===== src/rtl/audio_level_meter_pkg.sv =====
// Shared widths and helpers for the audio level meter.
package audio_level_meter_pkg;

  localparam int unsigned SMP_W = 12;
  localparam int unsigned MAG_W = 11;
  localparam int unsigned PWM_W = 8;
  localparam logic [SMP_W-1:0] SILENCE = 12'h800;

  // Offset-binary sample to magnitude; both codes either side of 0x800 fold to 0.
  function automatic logic [MAG_W-1:0] sample_mag(input logic [SMP_W-1:0] s);
    return s[SMP_W-1] ? s[MAG_W-1:0] : ~s[MAG_W-1:0];
  endfunction

endpackage


===== src/rtl/audio_level_meter_edge_sync.sv =====
// Two-flop synchroniser followed by a single-cycle rising-edge detector.
module edge_sync (
  input  logic clk,
  input  logic reset,
  input  logic d,
  output logic rise
);

  logic s1, s2, s3;

  // Synchroniser chain plus history flop for edge detection.
  always_ff @(posedge clk or posedge reset) begin
    if (reset) begin
      s1 <= 1'b0;
      s2 <= 1'b0;
      s3 <= 1'b0;
    end else begin
      s1 <= d;
      s2 <= s1;
      s3 <= s2;
    end
  end

  assign rise = s2 & ~s3;

endmodule


===== src/rtl/audio_level_meter.sv =====
// Envelope follower (instant attack, linear release) driving an LED bar and a PWM lamp.
module audio_level_meter
  import audio_level_meter_pkg::*;
#(
  parameter int unsigned NLED       = 8,
  parameter int unsigned DECAY_DIV  = 64,
  parameter int unsigned DECAY_STEP = 16
) (
  input  logic             clk,
  input  logic             reset,
  input  logic             smp_clk,
  input  logic [SMP_W-1:0] smp_data,
  output logic [MAG_W-1:0] level,
  output logic             level_valid,
  output logic [NLED-1:0]  leds,
  output logic             pwm
);

  localparam int unsigned DcntW = (DECAY_DIV > 1) ? $clog2(DECAY_DIV) : 1;
  localparam logic [DcntW-1:0] DcntMax = DcntW'(DECAY_DIV - 1);
  localparam logic [MAG_W-1:0] DecStep = MAG_W'(DECAY_STEP);
  localparam int unsigned LedStep = 2048 / NLED;

  logic             strobe;
  logic [MAG_W-1:0] mag;
  logic [MAG_W-1:0] env, env_d;
  logic [DcntW-1:0] dcnt, dcnt_d;
  logic             upd;
  logic [NLED-1:0]  leds_d;
  logic [PWM_W-1:0] pcnt;

  edge_sync u_edge_sync (
    .clk   (clk),
    .reset (reset),
    .d     (smp_clk),
    .rise  (strobe)
  );

  assign mag = sample_mag(smp_data);

  // Envelope next state: attack wins over a coincident release tick.
  always_comb begin
    env_d  = env;
    dcnt_d = dcnt;
    if (strobe) begin
      if (mag > env) begin
        env_d  = mag;
        dcnt_d = '0;
      end else if (dcnt == DcntMax) begin
        dcnt_d = '0;
        env_d  = (env > DecStep) ? env - DecStep : '0;
      end else begin
        dcnt_d = dcnt + 1'b1;
      end
    end
  end

  // Envelope and release-divider state.
  always_ff @(posedge clk or posedge reset) begin
    if (reset) begin
      env  <= '0;
      dcnt <= '0;
    end else begin
      env  <= env_d;
      dcnt <= dcnt_d;
    end
  end

  // Thermometer decode; each LED lights half a step above its segment base.
  always_comb begin
    leds_d = '0;
    for (int unsigned i = 0; i < NLED; i++) begin
      leds_d[i] = (32'(env) >= i * LedStep + LedStep / 2);
    end
  end

  // Registered level, LED bar and update pulse, one clk after env changes.
  always_ff @(posedge clk or posedge reset) begin
    if (reset) begin
      upd         <= 1'b0;
      level       <= '0;
      level_valid <= 1'b0;
      leds        <= '0;
    end else begin
      upd         <= strobe;
      level       <= env;
      level_valid <= upd;
      leds        <= leds_d;
    end
  end

  // Free-running PWM ramp compared against the top bits of level.
  always_ff @(posedge clk or posedge reset) begin
    if (reset) begin
      pcnt <= '0;
      pwm  <= 1'b0;
    end else begin
      pcnt <= pcnt + 1'b1;
      pwm  <= (level[MAG_W-1:MAG_W-PWM_W] > pcnt);
    end
  end

endmodule


===== config.mk =====
export PLATFORM = sky130hd
export DESIGN_NAME = audio_level_meter
export DESIGN_NICKNAME = d
export VERILOG_FILES = /design/src/rtl/audio_level_meter_pkg.sv /design/src/rtl/audio_level_meter_edge_sync.sv /design/src/rtl/audio_level_meter.sv
export SDC_FILE = /design/constraint.sdc
export NUM_CORES = 1
export LEC_CHECK = 0
export CAP_MARGIN = 20
export CORE_MARGIN = 2
export CORE_UTILIZATION = 58
export DETAILED_ROUTE_END_ITERATION = 10
export PLACE_DENSITY = 0.84
export RECOVER_POWER = 50
export SYNTH_ARGS = -nofsm -noshare
export SYNTH_HDL_FRONTEND = slang
export SYNTH_SLANG_ARGS = --single-unit

===== constraint.sdc =====
create_clock -name clk -period 4.2 [get_ports clk]
set_input_delay 0.84 -clock clk [delete_from_list [all_inputs] [get_ports clk]]
set_output_delay 0.84 -clock clk [all_outputs]
set_load 0.005 [all_outputs]

After elaboration in Yosys (flattened, before gate mapping)
Index checks and enable logic that the tools add are counted.
{ "totals": {"word_cells": 37, "reg_bits": 50} }
{ "op_classes": {"eq_ne": 1, "add_sub_neg": 3, "reduce_logical": 2, "n_bitwise": 3, "order_cmp": 11, "mux": 6} }
{ "op_table": {"columns": ["operator", "n"], "rows": [
  ["11-bit greater-or-equal comparator, second input constant", 4],
  ["11-bit 2-to-1 mux", 4],
  ["11-bit by 10-bit greater-or-equal comparator with 1-bit output, second input constant", 2],
  ["6-bit 2-to-1 mux", 2],
  ["11-bit by 8-bit greater-or-equal comparator with 1-bit output, second input constant", 1],
  ["11-bit by 9-bit greater-or-equal comparator with 1-bit output, second input constant", 1],
  ["11-bit > comparator", 1],
  ["11-bit by 5-bit > comparator with 1-bit output, second input constant", 1],
  ["11-bit NOT", 1],
  ["11-bit by 5-bit subtractor with 11-bit output, second input constant", 1],
  ["8-bit by 1-bit adder with 8-bit output, second input constant", 1],
  ["8-bit > comparator", 1],
  ["6-bit by 1-bit adder with 6-bit output, second input constant", 1],
  ["6-bit == test, second input constant", 1],
  ["2-bit AND reduction", 1],
  ["2-bit nonzero test", 1],
  ["1-bit AND", 1],
  ["1-bit NOT", 1]
]} }

Depth between registers and ports, before layout
Gate-level depths: netlist of run 1.
{ "logic_depth": {"ltp_word": 5, "depth_mapped": 10, "ltp_nobuf": 8} }

Modules after synthesis
Synthesis of run 1 repeated with hierarchy kept, for this count alone.
{ "hier_totals": {"hier_cells": 230, "area_unflattened_um2": 2539.9} }
{ "modules_own_cells": {"columns": ["mod", "area_each_um2", "cells_per_inst", "n_inst"], "rows": [
  ["audio_level_meter", 2447.3, 225, 1],
  ["edge_sync", 92.6, 5, 1]
]} }

Worst setup path before layout of run 1
OpenSTA, ideal clock, no wires.
{ "synth_path": {"path_kind": "input -> register", "start": "input smp_data[11]", "end": "register dcnt[4]", "t_arrival_ps": 2792, "slack_ps": 1325, "stages": 9, "path_buffers": 1, "cell_sequence": "buf_2 > xnor2_1 > ha_1 > a21oi_2 > a211oi_2 > a2111oi_2 > nor2_2 > or4_1 > o21ai_0"} }
{ "synth_via": {"elab_chain_cells": 3} }
{ "synth_lines": {"columns": ["element", "line_no", "rtl"], "rows": [
  ["start, declared", "audio_level_meter.sv:12", "input logic [SMP_W-1:0] smp_data,"],
  ["11-bit 2-to-1 mux", "audio_level_meter_pkg.sv:11", "return s[SMP_W-1] ? s[MAG_W-1:0] : ~s[MAG_W-1:0];"],
  ["11-bit > comparator", "audio_level_meter.sv:46", "if (mag > env) begin"],
  ["6-bit 2-to-1 mux", "audio_level_meter.sv:46", null],
  ["end signal, assigned", "audio_level_meter.sv:65", "dcnt <= dcnt_d;"],
  ["end, declared", "audio_level_meter.sv:27", "logic [DcntW-1:0] dcnt, dcnt_d;"]
]} }
Every way passes these cells.
A chain may end at the register's enable or synchronous reset.

Worst setup path after layout of run 1
{ "layout_path": {"start": "input smp_data[11]", "end": "register env[1]"} }
{ "layout_via": {"elab_chain_cells": 4} }
{ "layout_lines": {"columns": ["element", "line_no", "rtl"], "rows": [
  ["11-bit 2-to-1 mux *", "audio_level_meter_pkg.sv:11", null],
  ["11-bit > comparator", "audio_level_meter.sv:46", null],
  ["2-bit nonzero test (no source line)", null, null],
  ["2-bit AND reduction (no source line)", null, null],
  ["end signal, assigned", "audio_level_meter.sv:64", "env <= env_d;"],
  ["end, declared", "audio_level_meter.sv:26", "logic [MAG_W-1:0] env, env_d;"]
]} }
Every way passes the cells marked *; elsewhere a longest branch is shown, timed or not.

==> results of run 1 <==
[registers in the layout (all words and copies together), names as in the netlist]
name / cells
u_edge_sync.s1: 1
pwm: 1
level_valid: 1
level: 11
upd: 1
pcnt: 8
u_edge_sync.s3: 1
leds: 8
u_edge_sync.s2: 1
dcnt: 6
env: 11
[per-stage QoR]
stage          power [mW]  hold WS [ps]  setup slack, ps  util, %
3_5_place_dp         1.40           348              268     71.1
2_1_floorplan        1.13           331             1330        -
6_report             1.73           364              597     73.8
4_1_cts              1.74           364              570     73.7
5_1_grt              1.85           370              375     73.8
3_3_place_gp         1.36           334              431     71.1
[power breakdown]
part / switching, mW / internal [mW]
combinational: 0.356 / 0.326
sequential: 0.107 / 0.615
clock: 0.153 / 0.175
total: 0.616 / 1.12
[kinds of logic after synthesis]
group | Yosys count | share of synthesized area [%]
compound gates | 50 | 13.3
xor+xnor | 19 | 6.61
fa+ha+maj | 24 | 11.9
buf+inv | 28 | 4.43
flops | 50 | 49.7
simple gates | 71 | 14.0
[critical path: stages]
cell             delay [ps]
clkdlybuf4s50_1         700
xnor2_1                 360
ha_1                    300
a21oi_1                 190
o21ai_1                 110
a2111oi_2               470
nor2_2                  220
o21ai_0                 440
a22o_1                  200
[area by class of cell]
cell class,instances,area (µm²),area share (%)
Sequential cell,50,1250,41.5
Multi-Input combinational cell,164,1150,38.2
Timing Repair Buffer,36,354,11.7
Inverter,23,86.3,2.86
Clock buffer,5,68.8,2.28
Tap cell,50,62.6,2.07
Clock inverter,3,40.0,1.33
[layout by cell type, fill, tap and decap left out, types with 3 or more instances in the layout]
master,netlist,layout
a21o_1,3,3
a21oi_1,11,11
a22o_1,3,3
and3_1,3,3
clkbuf_8,0,5
clkdlybuf4s50_1,0,33
dfrtp_1,50,50
ha_1,24,24
inv_1,21,21
nand2_1,15,15
nand3_1,10,10
nand4_1,3,3
nor2_1,15,15
nor3_1,12,12
o21a_1,3,3
o21ai_0,13,13
xnor2_1,16,16
xor2_1,3,3
[final timing paths]
path	to	slack (ps)	depth (start not counted)
worst min-delay path	level_valid$_DFF_PP0_	360	0
min in group asynchronous	u_edge_sync.s1$_DFF_PP0_	980	2
worst max register to register	env[1]$_DFFE_PP0P_	1470	8
worst max-delay path	env[1]$_DFFE_PP0P_	600	9
worst min register to register	level_valid$_DFF_PP0_	360	0
max in group asynchronous	level[4]$_DFF_PP0_	1050	3
[metal layers]
metal | wire, µm | global-route usage, % | vias to the layer above
met5 | 0 | 0 | -
met4 | 82 | 7.48 | 0
met3 | 278 | 5.05 | 7
met2 | 2480 | 35.8 | 67
met1 | 2170 | 29.6 | 904
li1 | - | - | 925
==> results.toml, run 1 <==
[power_and_ir_drop]
ir_drop_mv = 0.321
power-per-cell-area_mw_per_mm2 = 574
p_leak_nw = 1.32

[min_path]
min-delay-start = "upd$_DFF_PP0_"
worstHoldPathType = "reg -> reg"

[final_layout]
design.final.nets = 319
final_cells = 331
filler_cells_inserted = 310
number_of_antenna_cells_inserted = 0
drive_above_1_share_pct = 4.63
post-route-cell-area_mm2 = 0.00302
area_growth_pct = 19.9

[job]
drv_cap = 1

[drt]
drt.antenna.violating_nets = 0
wire_per_inst_um = 15.1
dr_total_vias = 1903
drc = 0
drt_pass1_iterations = 4
detail_route.iter0.violations = 127
via_per_inst = 5.75
wl_um = 5010

[placement]
dp_cells = 322
io_buffer_count = 35
gp_routability_congestion = 0.894
hpwl_um = 3830
placed_area_mm2 = 0.00290

[sta]
post-route-period-util_pct = 85.8
finalClockSkew_ps = 3.72
report.final.slew_viol_count = 40
worst_pin_slew_ps = 1950
final_hold_viol_count = 0
post-route-min-period_ps = 3600
rsz0062_at_grt = "no"
setup_violations = 0
clock.fmax_mhz = 278
setup_tns_ps = 0
timing.slew.headroom_pct = -29.9

[grt]
tot_gr_track_use_pct = 22.2
grt_max_degree = 51
first_global_vias = 1891
antenna_found_initial = 0
grt_first_pass_wirelength_um = 8590
globalRoute.totalOverflow = 0

[clocking]
tritoncts_clock_tree = "done"
ctsResizeCount = 0
inserted_clock_buffers = 5
cts_htree_levels = 2
cts_hold_repair.buffers = 0
clock-root-buffer = "clkbuf_8"
insertion_delay_ps = 300
clock_sink_count = 50
postCtsSetupBuffers = 0
register_clock_pin_slew_on_the_reported_worst_setup_and_hold_paths_ps = 90
clock_tree.buffer_depth = 2

[critical_path]
cp-startpoint = "smp_data[11]"
worstSetupEndpointType = "flip-flop"
critical_path_arrival_ps = 3840
timing.rr.start = "env[10]$_DFFE_PP0P_"
start_kind = "primary input"
cp_data_required_time_ps = 4440
critical_path_class = "in -> reg"
crit_path_max_fanout = 15

[synth]
synth_top_cell_area_share_pct = 49.7
post-synth-top-count-cell = "dfrtp_1"
post_synth_inst_count = 242
yosys_register_bits = 50
netlist_area_mm2 = 0.00252
synth_top_cells_by_count = "dfrtp_1, ha_1, inv_1, xnor2_1"
synth-edff-count = 0
avgSynthCellArea_um2 = 10.4
yosysTopAreaCell = "dfrtp_1"
async_reset_ff_share_pct = 100
yosys-top-cells-area = "dfrtp_1, ha_1, xnor2_1"
synth.lib_cells_used.distinct = 43
synth_flop_cell = "dfrtp_1"
synth_seq_area_share_pct = 49.7
syn_nets = 281
synthesis.yosys.warnings = 0

[die]
core.rowCount = 23
initial_core_util_pct = 61.6
top_level_ports = 36
floorplan.die_area_mm2 = 0.00488
die_y_um = 69.9
dieWidth_um = 69.9
core_region_area_mm2 = 0.00409

[status]
run_status = "finished, violations left"
violations_in_the_final_reports = "capacitance limit, slew limit"
Power figures use the tool's default switching activity.
==> run 2, diff against run 1 <==
--- a/config.mk
+++ b/config.mk
@@ -5,11 +5,12 @@
 export SDC_FILE = /design/constraint.sdc
 export NUM_CORES = 1
 export LEC_CHECK = 0
+export ABC_AREA = 1
 export CAP_MARGIN = 20
 export CORE_MARGIN = 2
-export CORE_UTILIZATION = 58
+export CORE_UTILIZATION = 59
 export DETAILED_ROUTE_END_ITERATION = 10
-export PLACE_DENSITY = 0.84
+export PLACE_DENSITY_LB_ADDON = 0.08
 export RECOVER_POWER = 50
 export SYNTH_ARGS = -nofsm -noshare
 export SYNTH_HDL_FRONTEND = slang
==> run 2 against run 1 <==
  * The run still ends with capacitance limit, slew limit left
  * Sequential share of layout area decreased by 1.9 points
  * Clock skew grew 1.9 ps
  * Sequential power is 1% higher
  * First-iteration DRC count fell by 5.5%
  * Critical path depth increased by 5
  * Worst hold slack better by 2.6 ps
  * Worst setup slack better by 420 ps
  * Combinational power is 27% higher
  * Cell count increased by 20%
  * Synthesized cell count grew 25%
  * Critical path type unchanged
  * Critical endpoint is now env[5]$_DFFE_PP0P_
==> results.toml, run 2 <==
[placement]
gp_routability_congestion = 0.875
hpwl_um = 3890
dp_cells = 387
io_buffer_count = 35
placed_area_mm2 = 0.00307

[final_layout]
mostFrequentLayoutCell = "nand2_1"
design.final.nets = 382
layout_top_registers = "env: 11 flops, level: 11 flops"
multi_input_comb_area_mm2 = 0.00124
post-route-cell-area_mm2 = 0.00316
filler_cells_inserted = 334
drive_above_1_share_pct = 4.07
final_cells = 396
finish.utilization_pct = 72.7
mostFrequentLayoutCells = "nand2_1, dfrtp_1, inv_1"
seq_area_mm2 = 0.00125
number_of_antenna_cells_inserted = 0
area_growth_pct = 18.1

[drt]
drt_pass1_iterations = 4
wl_um = 4990
dr_total_vias = 2030
drt.antenna.violating_nets = 0
detail_route.iter0.violations = 120
via_per_inst = 5.13
wire_per_inst_um = 12.6
drc = 0

[synth]
synth.lib_cells_used.distinct = 23
avgSynthCellArea_um2 = 8.84
yosys-top-cells-area = "dfrtp_1, nand2_1, ha_1"
yosys_register_bits = 50
post_synth_inst_count = 303
netlist_area_mm2 = 0.00268
synth_flop_cell = "dfrtp_1"
synth_seq_area_share_pct = 46.7
synth_top_cell_area_share_pct = 46.7
synth_top_cells_by_count = "nand2_1, dfrtp_1, inv_1, nor2_1, ha_1"
synthesis.yosys.warnings = 0
async_reset_ff_share_pct = 100
post-synth-top-count-cell = "nand2_1"
synth-edff-count = 0
yosysTopAreaCell = "dfrtp_1"
syn_nets = 342

[critical_path]
cpPeakStageDelay_ps = 880
slowest_cell_on_the_critical_path = "clkdlybuf4s50_1"
critical_path_class = "in -> reg"
timing.rr.start = "env[10]$_DFFE_PP0P_"
timing.reg2reg.worst_path_depth = 13
reg2reg_to = "env[5]$_DFFE_PP0P_"
cp_data_required_time_ps = 4400
critical_path.most_common_cell = "nand2_1"
worstSetupEndpointType = "flip-flop"
crit_path_max_fanout = 14
setup.reg_to_reg.worst_slack_ps = 2040
critical_path_cell_by_cell = "clkdlybuf4s50_1, xnor2_1, ha_1, nand2_1, inv_1, nand2_1, nor2_1, nand2_1, nand3_4, nand2_4, nand2_1, nand2_1, nand2_1, nand2_1"
path_buf_inv = 2
critical_path_arrival_ps = 3380
start_kind = "primary input"
worst_path_dominant_cell_family = "simple AND/OR/NAND/NOR gates"

[die]
core.rowCount = 24
top_level_ports = 36
die_y_um = 71.4
floorplan.die_area_mm2 = 0.00510
core_region_area_mm2 = 0.00435
initial_core_util_pct = 61.5
dieWidth_um = 71.4

[power_and_ir_drop]
power-per-cell-area_mw_per_mm2 = 595
ir_drop_mv = 0.298
p_leak_nw = 1.60

[grt]
use_met3_pct = 4.78
grt_max_degree = 51
groute.layer.met2.usage_pct = 37.7
tot_gr_track_use_pct = 22.2
first_global_vias = 1971
antenna_found_initial = 0
global_route.usage.met1_pct = 28.3
busiest_layer = "met2"
globalRoute.totalOverflow = 0
grt_first_pass_wirelength_um = 8820

[clocking]
inserted_clock_buffers = 5
postCtsSetupBuffers = 0
tritoncts_clock_tree = "done"
clock-root-buffer = "clkbuf_8"
register_clock_pin_slew_on_the_reported_worst_setup_and_hold_paths_ps = 90
ctsResizeCount = 0
insertion_delay_ps = 300
cts_htree_levels = 2
cts_hold_repair.buffers = 0
clock_tree.buffer_depth = 2
clock_sink_count = 50

[sta]
post-route-period-util_pct = 75.8
report.final.slew_viol_count = 36
rsz0062_at_grt = "no"
setup_tns_ps = 0
clock.fmax_mhz = 314
finalClockSkew_ps = 5.62
setup_violations = 0
worst_pin_slew_ps = 1770
post-route-min-period_ps = 3180
final_hold_viol_count = 0
timing.slew.headroom_pct = -18.2

[min_path]
worstHoldPathType = "reg -> reg"
min-delay-start = "u_edge_sync.s1$_DFF_PP0_"
holdPathEnd = "u_edge_sync.s2$_DFF_PP0_"
hold-path-cell-count = 0

[job]
drv_cap = 1

[status]
run_status = "finished, violations left"
violations_in_the_final_reports = "capacitance limit, slew limit"
==> run 2: cell types whose count changed after synthesis, moves of 4 or more <==
cell	change
nand2_1	+66
nand3_1	+11
xor2_1	+9
o21ai_0	-6
xnor2_1	-4
nor3_1	-10
inv_1	+22
nor2_1	+10
==> run 2: worst max path at each step <==
stage	startpoint	endpoint	slack, ps	cells after the start
3_5_place_dp	smp_data[11]	env[7]$_DFFE_PP0P_	710	13
5_1_grt	reset	level[5]$_DFF_PP0_	630	3
4_1_cts	smp_data[11]	env[4]$_DFFE_PP0P_	1020	13
6_report	smp_data[11]	env[5]$_DFFE_PP0P_	1020	14
2_1_floorplan	smp_data[11]	env[1]$_DFFE_PP0P_	1700	12
3_3_place_gp	smp_data[11]	env[8]$_DFFE_PP0P_	770	13
==> run 2: cell families after synthesis <==
group	Yosys count	synth area share [%]
and+or+nand+nor	140	23.2
buffers and inverters	46	6.82
AOI/OAI and AO/OA	19	4.20
adders and majority gates	24	11.2
xor gates and xnor gates	24	7.85
DFF	50	46.7
==> run 2: power breakdown <==
group | switching, mW | internal [mW] | leakage [nW]
Sequential | 0.107 | 0.623 | 0.631
Combinational | 0.476 | 0.393 | 0.922
Clock | 0.152 | 0.132 | 0.0472
Total | 0.735 | 1.15 | 1.60
==> run 2: per-stage QoR <==
stage	worst slack (ps)	power (mW)	hold slack, ps
5_1_grt	625	2.06	371
3_5_place_dp	710	1.61	349
4_1_cts	1020	1.90	369
2_1_floorplan	1700	1.29	331
3_3_place_gp	774	1.59	334
6_report	1020	1.88	367
==> run 2: cell type report <==
| class | instances | share of cell area, % |
|---|---|---|
| Timing Repair Buffer | 36 | 11.2 |
| Clock buffer | 6 | 2.61 |
| Clock inverter | 2 | 0.395 |
| Tap cell | 52 | 2.06 |
| Sequential cell | 50 | 39.5 |
| Multi-Input combinational cell | 207 | 39.1 |
| Inverter | 43 | 5.10 |
==> run 2: per-layer routing <==
layer | part of all wire, % | up-vias
met5 | 0 | -
met4 | 1.8 | 0
met3 | 4.3 | 12
met2 | 49 | 52
met1 | 45 | 934
li1 | - | 1032
==> run 3, diff against run 2 <==
--- a/config.mk
+++ b/config.mk
@@ -8,7 +8,7 @@
 export ABC_AREA = 1
 export CAP_MARGIN = 20
 export CORE_MARGIN = 2
-export CORE_UTILIZATION = 59
+export CORE_UTILIZATION = 49
 export DETAILED_ROUTE_END_ITERATION = 10
 export PLACE_DENSITY_LB_ADDON = 0.08
 export RECOVER_POWER = 50
==> constraint.sdc (replaced) <==
create_clock -name clk -period 2.9 [get_ports clk]
set_input_delay 0.58 -clock clk [delete_from_list [all_inputs] [get_ports clk]]
set_output_delay 0.58 -clock clk [all_outputs]
set_load 0.005 [all_outputs]
==> run 3 against run 2 <==
  * The run now ends clean
  * Worst setup slack got worse by 680 ps
  * Combinational power rose by 45%
  * Global-route usage fell by 4.0 points
  * Routed wire length fell by 2.3%
  * Clock power rose by 72%
  * First-iteration DRC count rose by 4.2%
  * Die area rose by 19%
  * Clock skew rose by 2.3 ps
  * Total power rose by 50%
  * Sequential cell count did not move
  * Register-to-register slack got worse by 1300 ps
  * Sequential share of layout area fell by 0.69 points
  * Critical endpoint is now env[9]$_DFFE_PP0P_
  * Largest cell class unchanged
==> results.toml, run 3 (synthesis results as in run 2) <==
[clocking]
tritoncts_clock_tree = "done"
ctsResizeCount = 0
cts_hold_repair.buffers = 0
register_clock_pin_slew_on_the_reported_worst_setup_and_hold_paths_ps = 90
inserted_clock_buffers = 5
clock_tree.buffer_depth = 2
postCtsSetupBuffers = 0
clock-root-buffer = "clkbuf_8"
insertion_delay_ps = 300
cts_htree_levels = 2
clock_sink_count = 50

[die]
initial_core_util_pct = 51.5
core_region_area_mm2 = 0.00520
dieWidth_um = 77.9
core.rowCount = 26
top_level_ports = 36
die_y_um = 77.9
floorplan.die_area_mm2 = 0.00607

[sta]
post-route-min-period_ps = 2570
worst_pin_slew_ps = 1170
final_hold_viol_count = 0
clock.fmax_mhz = 390
report.final.slew_viol_count = 0
setup_violations = 0
timing.slew.headroom_pct = 22.1
finalClockSkew_ps = 7.87
post-route-period-util_pct = 88.5
setup_tns_ps = 0
rsz0062_at_grt = "no"

[critical_path]
cp_data_required_time_ps = 3150
worstSetupEndpointType = "flip-flop"
critical_path_class = "in -> reg"
timing.rr.start = "env[10]$_DFFE_PP0P_"
reg2reg_to = "env[9]$_DFFE_PP0P_"
start_kind = "primary input"
crit_path_max_fanout = 14
cp-startpoint = "smp_data[11]"
timing.reg2reg.worst_path_depth = 11
setup.reg_to_reg.worst_slack_ps = 770
critical_path_arrival_ps = 2810
worst_setup_path_endpoint = "env[9]$_DFFE_PP0P_"

[final_layout]
area_growth_pct = 20.2
number_of_antenna_cells_inserted = 0
layout_top_registers = "env: 11 flops, level: 11 flops"
design.final.nets = 384
mostFrequentLayoutCells = "nand2_1, dfrtp_1, inv_1"
drive_above_1_share_pct = 4.91
finish.utilization_pct = 61.9
mostFrequentLayoutCell = "nand2_1"
filler_cells_inserted = 471

[grt]
globalRoute.totalOverflow = 0
tot_gr_track_use_pct = 18.2
grt_first_pass_wirelength_um = 8690
grt_max_degree = 51
antenna_found_initial = 0
first_global_vias = 1884

[drt]
drt.antenna.violating_nets = 0
wire_per_inst_um = 11.7
via_per_inst = 4.71
dr_total_vias = 1961
drt_pass1_iterations = 4
wl_um = 4870
detail_route.iter0.violations = 125
drc = 0

[placement]
gp_routability_congestion = 0.894
hpwl_um = 3770
io_buffer_count = 35

[power_and_ir_drop]
power-per-cell-area_mw_per_mm2 = 875
ir_drop_mv = 0.345
p_leak_nw = 1.62

[job]
drv_cap = 0

[status]
run_status = "finished clean"

[min_path]
worstHoldPathType = "reg -> reg"
run 3: cell type report:
cell class	count	area [µm²]	area share (%)
sequential	50	1250	38.9
timing repair buffer	38	370	11.5
inverter	43	161	5.01
tap	70	87.6	2.72
clock buffer	5	68.8	2.14
multi-input combinational	207	1240	38.4
clock inverter	3	43.8	1.36
run 3: worst max-delay path, cell delays in order:
cell and delay [ps]:
clkdlybuf4s50_1 450, buf_4 200, xnor2_1 180, ha_1 290, nand2_1 100, inv_1 60
a21oi_1 250, nand3_4 120, nand2_4 150, nand2_1 70, nand2_1 200, nand2_1 90
nand2_1 70
run 3: worst min-delay path by stage:
stage,start,to,slack [ps],cells after the start
6_report,upd$_DFF_PP0_,level_valid$_DFF_PP0_,360,0
4_1_cts,upd$_DFF_PP0_,level_valid$_DFF_PP0_,360,0
5_1_grt,upd$_DFF_PP0_,level_valid$_DFF_PP0_,360,0
3_3_place_gp,upd$_DFF_PP0_,level_valid$_DFF_PP0_,330,0
2_1_floorplan,upd$_DFF_PP0_,level_valid$_DFF_PP0_,330,0
3_5_place_dp,upd$_DFF_PP0_,level_valid$_DFF_PP0_,340,0
run 3: per-stage QoR:
step	cell area, µm²	hold WS (ps)	cells	setup WS, ps	power, mW
after CTS	3230	359	416	324	2.84
after detailed placement	3120	343	408	25.1	2.35
after floorplan	2680	331	303	658	1.87
after global routing	3220	363	416	119	3.08
final	3220	360	416	334	2.82
after global placement	3120	334	408	67.3	2.33
run 3: where the power goes:
| group | leakage (nW) | switching [mW] | internal [mW] |
|---|---|---|---|
| clock | 0.0585 | 0.231 | 0.259 |
| combinational | 0.931 | 0.682 | 0.580 |
| sequential | 0.631 | 0.164 | 0.901 |
| total | 1.62 | 1.08 | 1.74 |
run 3: per-layer routing:
layer  track usage, %  part of all wire, %
met1             25.1                   50
met3             3.14                  3.2
met4             6.32                  1.6
met2             29.0                   46
met5                0                    0
==> RTL edit, RTL diff (config.mk and constraints of run 3) <==
Make the reset (`reset`) synchronous in 4 clocked blocks.
--- a/src/rtl/audio_level_meter_edge_sync.sv
+++ b/src/rtl/audio_level_meter_edge_sync.sv
@@ -9,7 +9,7 @@
   logic s1, s2, s3;
 
   // Synchroniser chain plus history flop for edge detection.
-  always_ff @(posedge clk or posedge reset) begin
+  always_ff @(posedge clk) begin
     if (reset) begin
       s1 <= 1'b0;
       s2 <= 1'b0;
--- a/src/rtl/audio_level_meter.sv
+++ b/src/rtl/audio_level_meter.sv
@@ -56,7 +56,7 @@
   end
 
   // Envelope and release-divider state.
-  always_ff @(posedge clk or posedge reset) begin
+  always_ff @(posedge clk) begin
     if (reset) begin
       env  <= '0;
       dcnt <= '0;
@@ -75,7 +75,7 @@
   end
 
   // Registered level, LED bar and update pulse, one clk after env changes.
-  always_ff @(posedge clk or posedge reset) begin
+  always_ff @(posedge clk) begin
     if (reset) begin
       upd         <= 1'b0;
       level       <= '0;
@@ -90,7 +90,7 @@
   end
 
   // Free-running PWM ramp compared against the top bits of level.
-  always_ff @(posedge clk or posedge reset) begin
+  always_ff @(posedge clk) begin
     if (reset) begin
       pcnt <= '0;
       pwm  <= 1'b0;
Formal check against the unedited RTL: differs if reset is asserted again (counterexample within 10 cycles, from zero or initial values and one cycle with reset high); with reset held inactive, the same outputs for 10 cycles.
==> RTL edit against run 3 <==
  * First-iteration DRC count down 39%
  * Routed wire length up 4.4%
  * Sequential cell count unchanged
  * Maximum frequency up 1.0%
  * Synthesized cell count up 15%
  * Global-route usage up 0.28 points
  * Sequential share of layout area down 7.2 points
  * Worst setup slack better by 26 ps
  * Synthesized area down 2.0%
  * Design area down 1.9%
Power is not compared: it rests on default switching activity, and its combinational part moved more than twofold at a synthesized area within 25%.
==> RTL edit: results (changes against run 3) <==
- Hpwl dp: 4135 um (+9.8%)
- Post-Place Cell Area: 3077 sq um (-1.3%)
- First-pass GRT wire length: 8845 um (+1.7%)
- Yosys cell types: 33 (+43%)
- Gr usage total: 18.46% (+0.28 points)
- R2r setup slk: 870 ps (+100 ps)
- Via density per instance: 4.745 (+0.66%)
- Synth async-reset ratio: 0% (-100 points)
- Most instantiated cells after synthesis: 74 x nand2_1, 60 x nor2_1, 50 x dfxtp_1
- Sequential fraction of the synthesis area: 38.13% (-8.6 points)
- GP Congestion: 0.8774 (-1.9%)
- Layout cells sized above 1: 7.712% (+2.8 points)
- Syn_nets: 386 (+13%)
- Worst Path Arrival: 2780 ps (-30 ps)
- Final wirelength: 5088 um (+4.4%)
- Max-slew headroom: 64.06% (+42 points)
- Layout Nets: 427 (+11%)
- Initial DRC count: 76 (-39%)
- First-pass DRT Iterations: 5 (+1)
- Synth-to-Final Area Change: 20.35%
- Vias in the first global route: 2,063 (+9.5%)
- Worst hold slack: 412.4 ps (+52.07 ps)
- Synth Flop Type: dfxtp_1
- Status: complete, no violations
- Final setup skew: 7.903 ps (+0.02836 ps)
- Worst-path fanout max: 15 (+1)
- Fill cells: 514 (+9.1%)
- Top cells by area in the synthesized netlist: dfxtp_1 38%, ha_1 11%, nand2_1 11%
- CTS HTree Levels: 2 (unchanged)
[RTL edit: worst paths after layout]
path	start	endpoint	cells past startpoint
hold / removal	upd	level_valid	2
setup reg to reg	env[10]	dcnt[0]	11
hold reg to reg	upd	level_valid	2
setup / recovery	smp_data[11]	dcnt[0]	13
[RTL edit: stage by stage]
step                      std cells  setup WS, ps
final                           459         359.3
after global routing            459         157.2
after CTS                       459         346.2
after detailed placement        451         1.829
after global placement          451         85.97
after floorplan                 347         551.0
[RTL edit: cell type report]
type / count / area share (%)
repair buffers: 40 / 12.44
multi-input cells: 243 / 44.55
clock inverters: 3 / 0.6733
well taps: 70 / 2.772
flip-flops and latches: 50 / 31.68
clock buffers: 5 / 2.178
inverters: 48 / 5.703
[RTL edit: routing by layer]
layer,track usage [%],vias up,part of all wire [%]
li1,-,1168,-
met1,23.44,957,48
met2,30.17,44,47
met3,3.529,9,3.2
met4,8.571,0,1.8
met5,0,-,0
[RTL edit: power by group through the flow]
stage | clock network [mW] | registers, mW | logic, mW
4_1_cts | 0.415 | 0.729 | 0.372
2_1_floorplan | 0 | 0.743 | 0.265
5_1_grt | 0.442 | 0.732 | 0.423
6_report | 0.394 | 0.729 | 0.366
3_3_place_gp | 0 | 0.744 | 0.365
3_5_place_dp | 0 | 0.745 | 0.370
[RTL edit: worst max-delay path, cell delays in order]
cell and delay, ps:
clkdlybuf4s50_1 510, buf_12 160, xnor2_1 150, ha_1 290
nand2_2 100, inv_2 40, a21oi_1 230, nand3_4 110
nand2_4 130, nand2_4 60, nand2_4 150, nand2_1 130
a21oi_1 140
[RTL edit: kinds of logic after synthesis]
group	after synthesis	synth area share (%)
AOI/OAI and AO/OA	27	6.053
xor gates and xnor gates	18	6.006
adders and majority gates	24	11.44
buffers and inverters	54	8.246
DFF	50	38.13
and+or+nand+nor	174	30.12
